`src/rtl/pwm_meter_pkg.sv`:
```
// Shared types and constants for the PWM duty-cycle meter.
package pwm_meter_pkg;

  typedef enum logic [1:0] {
    StArm,
    StMeasure,
    StDivide
  } meter_st_e;

  localparam int unsigned PCT_SCALE = 100;
  localparam int unsigned DUTY_W    = 7;

endpackage

```
`src/rtl/seq_divider.sv`:
```
// Unsigned restoring divider, one quotient bit per cycle.
// The first bit is resolved on the start edge, so done pulses W-1 cycles after start.
module seq_divider #(
  parameter int unsigned W = 23
) (
  input  logic         Clk_i,
  input  logic         Reset_i,
  input  logic         start,
  input  logic [W-1:0] dividend,
  input  logic [W-1:0] divisor,
  output logic         busy,
  output logic         done,
  output logic [W-1:0] quotient
);

  localparam int unsigned CntW = $clog2(W + 1);

  logic [W-1:0]    rem_q, quo_q, div_q;
  logic [CntW-1:0] cnt_q;
  logic            busy_q, done_q;

  logic [W-1:0] rem_src, quo_src, div_src, rem_nxt, quo_nxt;
  logic [W:0]   shift, diff;
  logic         qbit;

  always_comb begin
    rem_src = start ? '0 : rem_q;
    quo_src = start ? dividend : quo_q;
    div_src = start ? divisor : div_q;
    shift   = {rem_src, quo_src[W-1]};
    diff    = shift - {1'b0, div_src};
    // A borrow into the top bit means the trial subtraction went negative.
    qbit    = ~diff[W];
    rem_nxt = qbit ? diff[W-1:0] : shift[W-1:0];
    quo_nxt = {quo_src[W-2:0], qbit};
  end

  always_ff @(posedge Clk_i) begin
    if (Reset_i) begin
      rem_q  <= '0;
      quo_q  <= '0;
      div_q  <= '0;
      cnt_q  <= '0;
      busy_q <= 1'b0;
      done_q <= 1'b0;
    end else begin
      done_q <= 1'b0;
      if (start) begin
        rem_q  <= rem_nxt;
        quo_q  <= quo_nxt;
        div_q  <= divisor;
        cnt_q  <= CntW'(W - 1);
        busy_q <= 1'b1;
      end else if (busy_q) begin
        rem_q <= rem_nxt;
        quo_q <= quo_nxt;
        cnt_q <= cnt_q - 1'b1;
        if (cnt_q == CntW'(1)) begin
          busy_q <= 1'b0;
          done_q <= 1'b1;
        end
      end
    end
  end

  assign busy     = busy_q;
  assign done     = done_q;
  assign quotient = quo_q;

endmodule

```
`src/rtl/pwm_duty_meter.sv`:
```
// Measures period, high time and integer duty percentage of an asynchronous PWM line.
// Reports on every accepted rise, or on a no-edge timeout as a 0 % / 100 % level report.
module pwm_duty_meter
  import pwm_meter_pkg::*;
#(
  parameter int unsigned CNT_W       = 16,
  parameter int unsigned TIMEOUT_CYC = 65535,
  parameter int unsigned SYNC_STAGES = 2
) (
  input  logic              Clk_i,
  input  logic              Reset_i,
  input  logic              Pwm_i,
  output logic [DUTY_W-1:0] Duty_o,
  output logic [CNT_W-1:0]  Period_o,
  output logic [CNT_W-1:0]  High_o,
  output logic              Valid_o,
  output logic              Timeout_o,
  output logic              Overrun_o
);

  localparam int unsigned      DivW   = CNT_W + DUTY_W;
  localparam logic [CNT_W-1:0] CntMax = '1;
  localparam logic [CNT_W-1:0] TmoVal = CNT_W'(TIMEOUT_CYC);

  logic [SYNC_STAGES-1:0] sync_q;
  logic                   lvl, lvl_d_q, rise, tmo_fire, accept;
  logic [CNT_W-1:0]       per_cnt_q, hi_cnt_q, p_q, h_q;
  logic [CNT_W-1:0]       period_q, high_q;
  logic [DUTY_W-1:0]      duty_q;
  logic                   valid_q, tmo_q, ovr_q;
  meter_st_e              state_q;

  logic            div_busy, div_done;
  logic [DivW-1:0] div_dividend, div_divisor, div_quo;
  logic            unused_quo_hi;

  assign lvl  = sync_q[SYNC_STAGES-1];
  assign rise = lvl & ~lvl_d_q;
  // A rise always wins over a timeout; a timeout is held off until a division reports.
  assign tmo_fire = (per_cnt_q >= TmoVal) && !rise && (state_q != StDivide);
  assign accept   = rise && (state_q == StMeasure) && !div_busy;

  assign div_dividend  = DivW'(hi_cnt_q) * DivW'(PCT_SCALE);
  assign div_divisor   = DivW'(per_cnt_q);
  assign unused_quo_hi = ^div_quo[DivW-1:DUTY_W];

  seq_divider #(
    .W(DivW)
  ) u_div (
    .Clk_i   (Clk_i),
    .Reset_i (Reset_i),
    .start   (accept),
    .dividend(div_dividend),
    .divisor (div_divisor),
    .busy    (div_busy),
    .done    (div_done),
    .quotient(div_quo)
  );

  always_ff @(posedge Clk_i) begin
    if (Reset_i) begin
      sync_q    <= '0;
      lvl_d_q   <= 1'b0;
      per_cnt_q <= '0;
      hi_cnt_q  <= '0;
      p_q       <= '0;
      h_q       <= '0;
      period_q  <= '0;
      high_q    <= '0;
      duty_q    <= '0;
      valid_q   <= 1'b0;
      tmo_q     <= 1'b0;
      ovr_q     <= 1'b0;
      state_q   <= StArm;
    end else begin
      sync_q  <= {sync_q[SYNC_STAGES-2:0], Pwm_i};
      lvl_d_q <= lvl;
      valid_q <= 1'b0;
      ovr_q   <= 1'b0;

      if (rise) begin
        per_cnt_q <= CNT_W'(1);
        hi_cnt_q  <= CNT_W'(1);
      end else begin
        if (tmo_fire) begin
          per_cnt_q <= '0;
        end else if (per_cnt_q != CntMax) begin
          per_cnt_q <= per_cnt_q + 1'b1;
        end
        if (lvl && (hi_cnt_q != CntMax)) begin
          hi_cnt_q <= hi_cnt_q + 1'b1;
        end
      end

      if (tmo_fire) begin
        valid_q  <= 1'b1;
        duty_q   <= lvl ? DUTY_W'(PCT_SCALE) : '0;
        period_q <= '0;
        high_q   <= '0;
        tmo_q    <= 1'b1;
      end

      case (state_q)
        StArm: begin
          if (rise) begin
            state_q <= StMeasure;
          end
        end
        StMeasure: begin
          if (accept) begin
            p_q     <= per_cnt_q;
            h_q     <= hi_cnt_q;
            state_q <= StDivide;
          end else if (rise) begin
            ovr_q <= 1'b1;
          end else if (tmo_fire) begin
            state_q <= StArm;
          end
        end
        StDivide: begin
          if (rise) begin
            ovr_q <= 1'b1;
          end
          if (div_done) begin
            valid_q  <= 1'b1;
            duty_q   <= div_quo[DUTY_W-1:0];
            period_q <= p_q;
            high_q   <= h_q;
            tmo_q    <= 1'b0;
          end
          // Stay busy through the report cycle so a rise there is still an overrun.
          if (valid_q) begin
            state_q <= StMeasure;
          end
        end
        default: state_q <= StArm;
      endcase
    end
  end

  assign Duty_o    = duty_q;
  assign Period_o  = period_q;
  assign High_o    = high_q;
  assign Valid_o   = valid_q;
  assign Timeout_o = tmo_q;
  assign Overrun_o = ovr_q;

endmodule

```
`config.mk`:
```
export PLATFORM = sky130hd
export DESIGN_NAME = pwm_duty_meter
export DESIGN_NICKNAME = d
export VERILOG_FILES = /design/src/rtl/pwm_meter_pkg.sv /design/src/rtl/seq_divider.sv /design/src/rtl/pwm_duty_meter.sv
export SDC_FILE = /design/constraint.sdc
export NUM_CORES = 1
export LEC_CHECK = 0
export CELL_PAD_IN_SITES_DETAIL_PLACEMENT = 0
export CELL_PAD_IN_SITES_GLOBAL_PLACEMENT = 2
export CORE_ASPECT_RATIO = 2
export CORE_MARGIN = 5
export CORE_UTILIZATION = 40
export DETAILED_ROUTE_END_ITERATION = 6
export PLACE_DENSITY = 0.84
export SYNTH_ARGS = -nofsm -noshare
export SYNTH_HDL_FRONTEND = slang
export SYNTH_SLANG_ARGS = --single-unit
```
`constraint.sdc`:
```
create_clock -name Clk_i -period 14.8 [get_ports Clk_i]
set_input_delay 2.96 -clock Clk_i [delete_from_list [all_inputs] [get_ports Clk_i]]
set_output_delay 2.96 -clock Clk_i [all_outputs]
set_load 0.05 [all_outputs]
```
==> impl_metrics.py, run 1 <==
metrics = {
    "sta": {
        "fin_setup_tns_ns": 0,
        "slew_headroom": 0.2470,
        "hold_ws_ns": 0.4517,
        "rsz0062_at_grt": "false",
        "fin_crit_sh": 0.4233,
        "slew_viol_final": 0,
        "worst_clock_skew_ns": 0.009211,
        "setup_viol": 0,
        "period_minus_slack_ns": 6.264,
        "setup_ws_ns": 8.536,
        "worstMarginPinSlew_ns": 1.108,
        "hold_violations": 0,
        "max_freq_mhz": 159.6,
    },
    "logic_synthesis": {
        "syn_avg_cell_area_um2": 8.153,
        "syn-cell-area_um2": 10280,
        "synth_top_area_cell": "dfxtp_1",
        "async_flop_share": 0,
        "postSynthCellCount": 1261,
        "ys_seq_area_frac": 0.3641,
        "synth_nets": 1358,
        "synth_top_area_share": 0.3641,
        "ys_types": 68,
        "ys_warn_count": 0,
        "synth_edf_count": 0,
        "synth_flop_cell": "dfxtp_1",
        "ys_ff_latch": 187,
        "yosys-top-cells-area": "dfxtp_1, ha_1, a21oi_1, nand2_1, nor2_1",
    },
    "clock_tree": {
        "holdBufCountCts": 0,
        "cts.sinks": 187,
        "insertion_delay_ns": 0.44,
        "htreeDepth": 4,
        "cts-resized-gates": 0,
        "cts_tree": "yes",
        "clkTransAtPathRegs_ns": 0.07,
        "clock_path_buffers": 2,
        "cts_root_buf": "clkbuf_16",
        "cts_setup_buffers": 0,
        "cts_buffers": 17,
    },
    "floorplan": {
        "dieWidth_um": 123.4,
        "ios": 45,
        "die_h_um": 236.7,
        "die_area_um2": 29200,
        "row_count": 83,
        "initial_core_util": 0.4024,
        "core_um2": 25550,
    },
    "detailed_routing": {
        "vias_per_cell": 5.288,
        "drt_iter0_markers": 399,
        "drt_pass1_iterations": 5,
        "totalWireLength_um": 27630,
        "remaining_drc_errors": 0,
        "final_antenna_net_count": 0,
        "routedWlPerCell_um": 17.10,
        "vias": 8546,
    },
    "critical_path": {
        "crit_fanout": 17,
        "endpoint_kind": "register",
        "crit_type": "register to register",
        "cp-start-kind": "register",
        "crit_arrival_ns": 6.62,
        "cpLargestDelayFamily": "compound AO/OA/AOI/OAI gates",
        "slowest_delay_ns": 0.96,
        "crit_slowest_cell": "mux2i_2",
        "timing.critical_path.mode_cell": "ha_1",
        "worstPathRequired_ns": 15.16,
        "critPathBufInv": 2,
        "path_cells": "ha_1 -> ha_1 -> inv_1 -> fa_1 -> inv_1 -> ha_1 -> nand3_1 -> nor4_1 -> nor2_1 -> a21oi_1 -> a31oi_1 -> a211oi_1 -> a21boi_0 -> ha_1 -> nand2b_1 -> a21oi_2 -> nor4b_4 -> o21ai_2 -> a31oi_4 -> mux2i_2 -> a221oi_1 -> nor3_1",
    },
    "grt": {
        "grt_remaining_overflow": 0,
        "grt_first_pass_wirelength_um": 45090,
        "grt_pass1_vias": 8704,
        "grt_start_max_net_pins": 92,
        "grt_antenna_before_repair": 0,
        "grt_use_total": 0.1979,
    },
    "layout": {
        "fin_nets": 1361,
        "n_fill_cell": 2686,
        "final_common_cell": "dfxtp_1",
        "final_cell_mix": "dfxtp_1, nand2_1, a21oi_1",
        "regArea_um2": 3745,
        "antenna_cells": 0,
        "drive_above_1_share": 0.05016,
        "syn2layout_area_growth_pct": 11.89,
        "final_cell_count_no_fill": 1616,
        "multi_input_area_um2": 5976,
    },
    "pwr": {
        "clock_power_share": 0.390,
        "power.internal_mw": 0.8420,
        "p_comb_frac": 0.177,
        "power.leakage_nw": 4.634,
        "power.density_nw_per_um2": 103.8,
        "ir_drop_uv": 80.63,
        "power_mw": 1.194,
        "power_switching_mw": 0.3520,
        "p_seq_frac": 0.433,
        "power.share.switching": 0.2948,
    },
    "status": {
        "status": "completed",
    },
    "placement": {
        "dp_cells": 1585,
        "gp_congestion": 0.8786,
        "hpwl_um": 20100,
        "dp_slack_ns": 8.566,
        "port_buffers": 44,
    },
    "job": {
        "cap_violations": 0,
    },
    "worst_hold_path": {
        "hp-class": "register to register",
    },
}
[worst min-delay path: stages, from the launching register on]
cell and delay, ns:
dfxtp_1 0.31, nand2_1 0.05, a21oi_1 0.05
[power by group through the flow]
| stage | sequential, mW | clock, mW | combinational (mW) |
|---|---|---|---|
| after floorplan | 0.526 | 0 | 0.182 |
| after global placement | 0.528 | 0 | 0.211 |
| after detailed placement | 0.528 | 0 | 0.212 |
| after CTS | 0.517 | 0.481 | 0.213 |
| after global routing | 0.517 | 0.502 | 0.235 |
| final | 0.517 | 0.466 | 0.211 |
[through the flow]
stage	utilization	instance area, um2
after CTS	0.4503	11500
after global placement	0.4274	10920
after global routing	0.4503	11500
final	0.4503	11500
after detailed placement	0.4274	10920
after floorplan	-	10280
[sequential cells by signal (all words and copies together), names as in the netlist]
name	cells
u_div.rem_q	23
Duty_o	7
u_div.cnt_q	5
u_div.done	1
High_o	16
h_q	16
Overrun_o	1
per_cnt_q	16
u_div.div_q	23
Timeout_o	1
p_q	16
u_div.quotient	23
state_q	2
hi_cnt_q	16
sync_q	2
Period_o	16
Valid_o	1
lvl_d_q	1
u_div.busy	1
[path summary, 6_finish.rpt]
kind	end	depth (start not counted)	slack, ns	start
setup / recovery	u_div.rem_q[7]	22	8.54	hi_cnt_q[10]
hold / removal	Period_o[12]	2	0.45	p_q[12]
setup reg to reg	u_div.rem_q[7]	22	8.54	hi_cnt_q[10]
hold reg to reg	Period_o[12]	2	0.45	p_q[12]
[synthesized netlist by cell type, types with 9 or more instances]
cell type and number:
o21ai_0 22, a21o_1 13, a221oi_1 18, clkbuf_1 50, nor2_1 130, xnor2_1 33, nand3_1 60, dfxtp_1 187
fa_1 12, nor3_1 27, a21oi_1 135, a31oi_1 10, o211ai_1 9, a211oi_1 12, mux2i_1 13, nand2b_1 18
a21boi_0 17, xor2_1 24, and2_1 27, nand2_1 178, inv_1 69, ha_1 82, and3_1 12
[layer usage]
layer  wire length [um]  part of all wire  track usage
met1              10260              0.37       0.2027
met3                452             0.016      0.02940
met4               1120             0.041      0.08975
met5                  0                 0            0
met2              15800              0.57       0.3804
[final cells by class]
type | count | share of cell area
sequential | 187 | 0.3255
clock inverter | 12 | 0.01327
timing repair buffer | 54 | 0.04459
inverter | 69 | 0.02251
multi-input combinational | 935 | 0.5195
tap | 340 | 0.03698
clock buffer | 19 | 0.03763
[cells by family (layout without fill, tap and decap cells)]
kind of cell	count (synthesis)	in the layout	share of synthesized area
AOI/OAI and AO/OA	272	272	0.1673
muxes	15	15	0.01509
buffers and inverters	139	154	0.05562
DFF	187	187	0.3641
xor gates and xnor gates	58	58	0.05124
and+or+nand+nor	496	496	0.2234
adders and majority gates	94	94	0.1232
Note: power is estimated with default switching activity, not from simulation.
==> run 2: changes to the inputs <==
--- a/config.mk
+++ b/config.mk
@@ -9,9 +9,9 @@
 export CELL_PAD_IN_SITES_GLOBAL_PLACEMENT = 2
 export CORE_ASPECT_RATIO = 2
 export CORE_MARGIN = 5
-export CORE_UTILIZATION = 40
+export CORE_UTILIZATION = 34
 export DETAILED_ROUTE_END_ITERATION = 6
-export PLACE_DENSITY = 0.84
+export PLACE_DENSITY = 0.76
 export SYNTH_ARGS = -nofsm -noshare
 export SYNTH_HDL_FRONTEND = slang
 export SYNTH_SLANG_ARGS = --single-unit
==> constraint.sdc (replaced) <==
create_clock -name Clk_i -period 5.3 [get_ports Clk_i]
set_input_delay 1.06 -clock Clk_i [delete_from_list [all_inputs] [get_ports Clk_i]]
set_output_delay 1.06 -clock Clk_i [all_outputs]
set_load 0.05 [all_outputs]
==> impl_metrics.py, run 2 (same netlist as run 1, synthesis figures left out) <==
metrics = {
    "status": {
        "status": "completed",
    },
    "grt": {
        "grt_use_met2": 0.3573,
        "grtUsageMet1": 0.1712,
        "grt_use_total": 0.1773,
        "grt_start_max_net_pins": 85,
        "grt_pass1_vias": 9195,
        "grt_remaining_overflow": 0,
        "grt_busiest_layer": "met2",
        "gr-usage-met3": 0.02793,
        "grt_antenna_before_repair": 0,
        "grt_first_pass_wirelength_um": 47910,
    },
    "layout": {
        "antenna_cells": 0,
        "final_cell_mix": "dfxtp_1, nand2_1, a21oi_1",
        "fin_nets": 1443,
        "syn2layout_area_growth_pct": 23.48,
        "stdcell_area_um2": 12690,
        "drive_above_1_share": 0.1575,
    },
    "detailed_routing": {
        "remaining_drc_errors": 0,
        "vias_per_cell": 5.146,
        "drt_iter0_markers": 407,
        "vias": 8888,
        "totalWireLength_um": 29880,
        "final_antenna_net_count": 0,
        "routedWlPerCell_um": 17.30,
        "drt_pass1_iterations": 4,
    },
    "floorplan": {
        "die_h_um": 255.9,
        "die_area_um2": 34030,
        "ios": 45,
        "row_count": 90,
        "dieWidth_um": 133.0,
        "core_um2": 30070,
        "initial_core_util": 0.3419,
    },
    "clock_tree": {
        "cts_root_buf": "clkbuf_16",
        "insertion_delay_ns": 0.45,
        "htreeDepth": 4,
        "clock_path_buffers": 2,
        "cts.sinks": 187,
        "clkTransAtPathRegs_ns": 0.07,
        "cts_buffers": 17,
        "cts_tree": "yes",
        "holdBufCountCts": 0,
    },
    "critical_path": {
        "endpoint_kind": "register",
        "r2r_start": "hi_cnt_q[6]",
        "crit_arrival_ns": 5.35,
        "rrSetupSlack_ns": 0.25,
        "r2r_end": "u_div.rem_q[17]",
        "crit_fanout": 7,
        "crit_type": "register to register",
        "cp-start-kind": "register",
        "worstPathRequired_ns": 5.59,
        "rr_worst_depth": 25,
    },
    "placement": {
        "hpwl_um": 21710,
        "postPlaceCellArea_um2": 11480,
        "gp_congestion": 0.8533,
        "port_buffers": 44,
        "dp_slack_ns": -0.3031,
    },
    "worst_hold_path": {
        "holdPathStages": 1,
        "hp-class": "register to register",
        "hold-path-endpoint": "sync_q[1]",
        "min_from": "sync_q[0]",
    },
    "pwr": {
        "power.leakage_nw": 5.015,
        "ir_drop_uv": 233.2,
        "power.density_nw_per_um2": 285.4,
    },
    "sta": {
        "rsz0062_at_grt": "true",
        "worstMarginPinSlew_ns": 0.9760,
        "fin_crit_sh": 0.9535,
        "hold_violations": 0,
        "slew_viol_final": 0,
        "setup_viol": 0,
        "period_minus_slack_ns": 5.054,
        "max_freq_mhz": 197.9,
        "slew_headroom": 0.3470,
        "hold_ws_ns": 0.4492,
        "worst_clock_skew_ns": 0.007595,
        "setup_ws_ns": 0.2464,
    },
    "job": {
        "cap_violations": 0,
    },
}
run 2: cell count changes in the layout (fill, tap and decap cells not counted), moves of 4 or more:
cell / before / now
buf_12: 0 / 4
ha_4: 0 / 21
inv_1: 69 / 60
dfxtp_1: 186 / 178
buf_6: 0 / 5
a21oi_1: 135 / 131
a221oi_1: 18 / 13
ha_1: 82 / 60
inv_2: 0 / 9
dfxtp_4: 0 / 7
buf_4: 11 / 83
run 2: timing repair:
action                     in CTS  in global routing
pin swaps                      18                 49
cloned                          2                  1
gates resized for setup        33                 60
hold endpoints to repair        0                  0
setup endpoints to repair      23                 24
setup buffers                  10                  4
run 2: report_power, final:
group / switching [mW] / total, mW / internal (mW) / leakage (nW)
Sequential: 0.0176 / 1.44 / 1.42 / 1.51
Combinational: 0.489 / 0.908 / 0.419 / 3.23
Clock: 0.613 / 1.28 / 0.664 / 0.273
run 2: layout make-up:
class	count	area (um2)
clock inverter	12	132.6
multi-input combinational	935	6439
timing repair buffer	136	1195
inverter	69	259.0
clock buffer	20	436.7
fill	3084	17370
sequential	187	3772
tap	368	460.4
run 2: layer usage:
layer,share of wire,vias up
met1,0.36,4250
met4,0.039,0
met5,0,-
met3,0.017,56
met2,0.58,106
li1,-,4476
run 2: metrics by stage:
step | instances | utilization | setup TNS, ns | total power [mW]
2_1_floorplan | 1261 | - | 0 | 1.977
3_3_place_gp | 1680 | 0.3817 | -1.315 | 2.181
3_5_place_dp | 1680 | 0.3817 | -2.595 | 2.183
4_1_cts | 1724 | 0.4111 | 0 | 3.717
5_1_grt | 1727 | 0.4222 | -0.3508 | 3.797
6_report | 1727 | 0.4222 | 0 | 3.623
run 2: critical path, cell delays in order (launching register included):
cell,delay (ns)
dfxtp_4,0.37
ha_4,0.24
ha_1,0.27
inv_1,0.05
fa_1,0.51
inv_1,0.06
ha_4,0.28
nand2_1,0.06
nor4_1,0.23
nor2_1,0.12
a21oi_2,0.17
a31oi_2,0.12
nor4b_2,0.30
a211oi_2,0.06
a21boi_2,0.17
ha_2,0.18
nand2b_4,0.15
a21oi_4,0.18
nor4b_4,0.07
o21ai_2,0.23
a31oi_4,0.14
buf_6,0.15
mux2i_4,0.21
buf_12,0.17
a221oi_1,0.32
nor3_1,0.08
run 2: worst max-delay path by stage:
stage,from,to,slack [ns],cells past startpoint
6_report,hi_cnt_q[6],u_div.rem_q[17],0.25,25
5_1_grt,hi_cnt_q[9],u_div.rem_q[14],-0.07,26
4_1_cts,hi_cnt_q[3],u_div.rem_q[16],0.005,26
3_5_place_dp,hi_cnt_q[7],u_div.rem_q[16],-0.30,24
3_3_place_gp,hi_cnt_q[9],u_div.rem_q[16],-0.25,24
2_1_floorplan,hi_cnt_q[3],u_div.rem_q[20],0.05,24
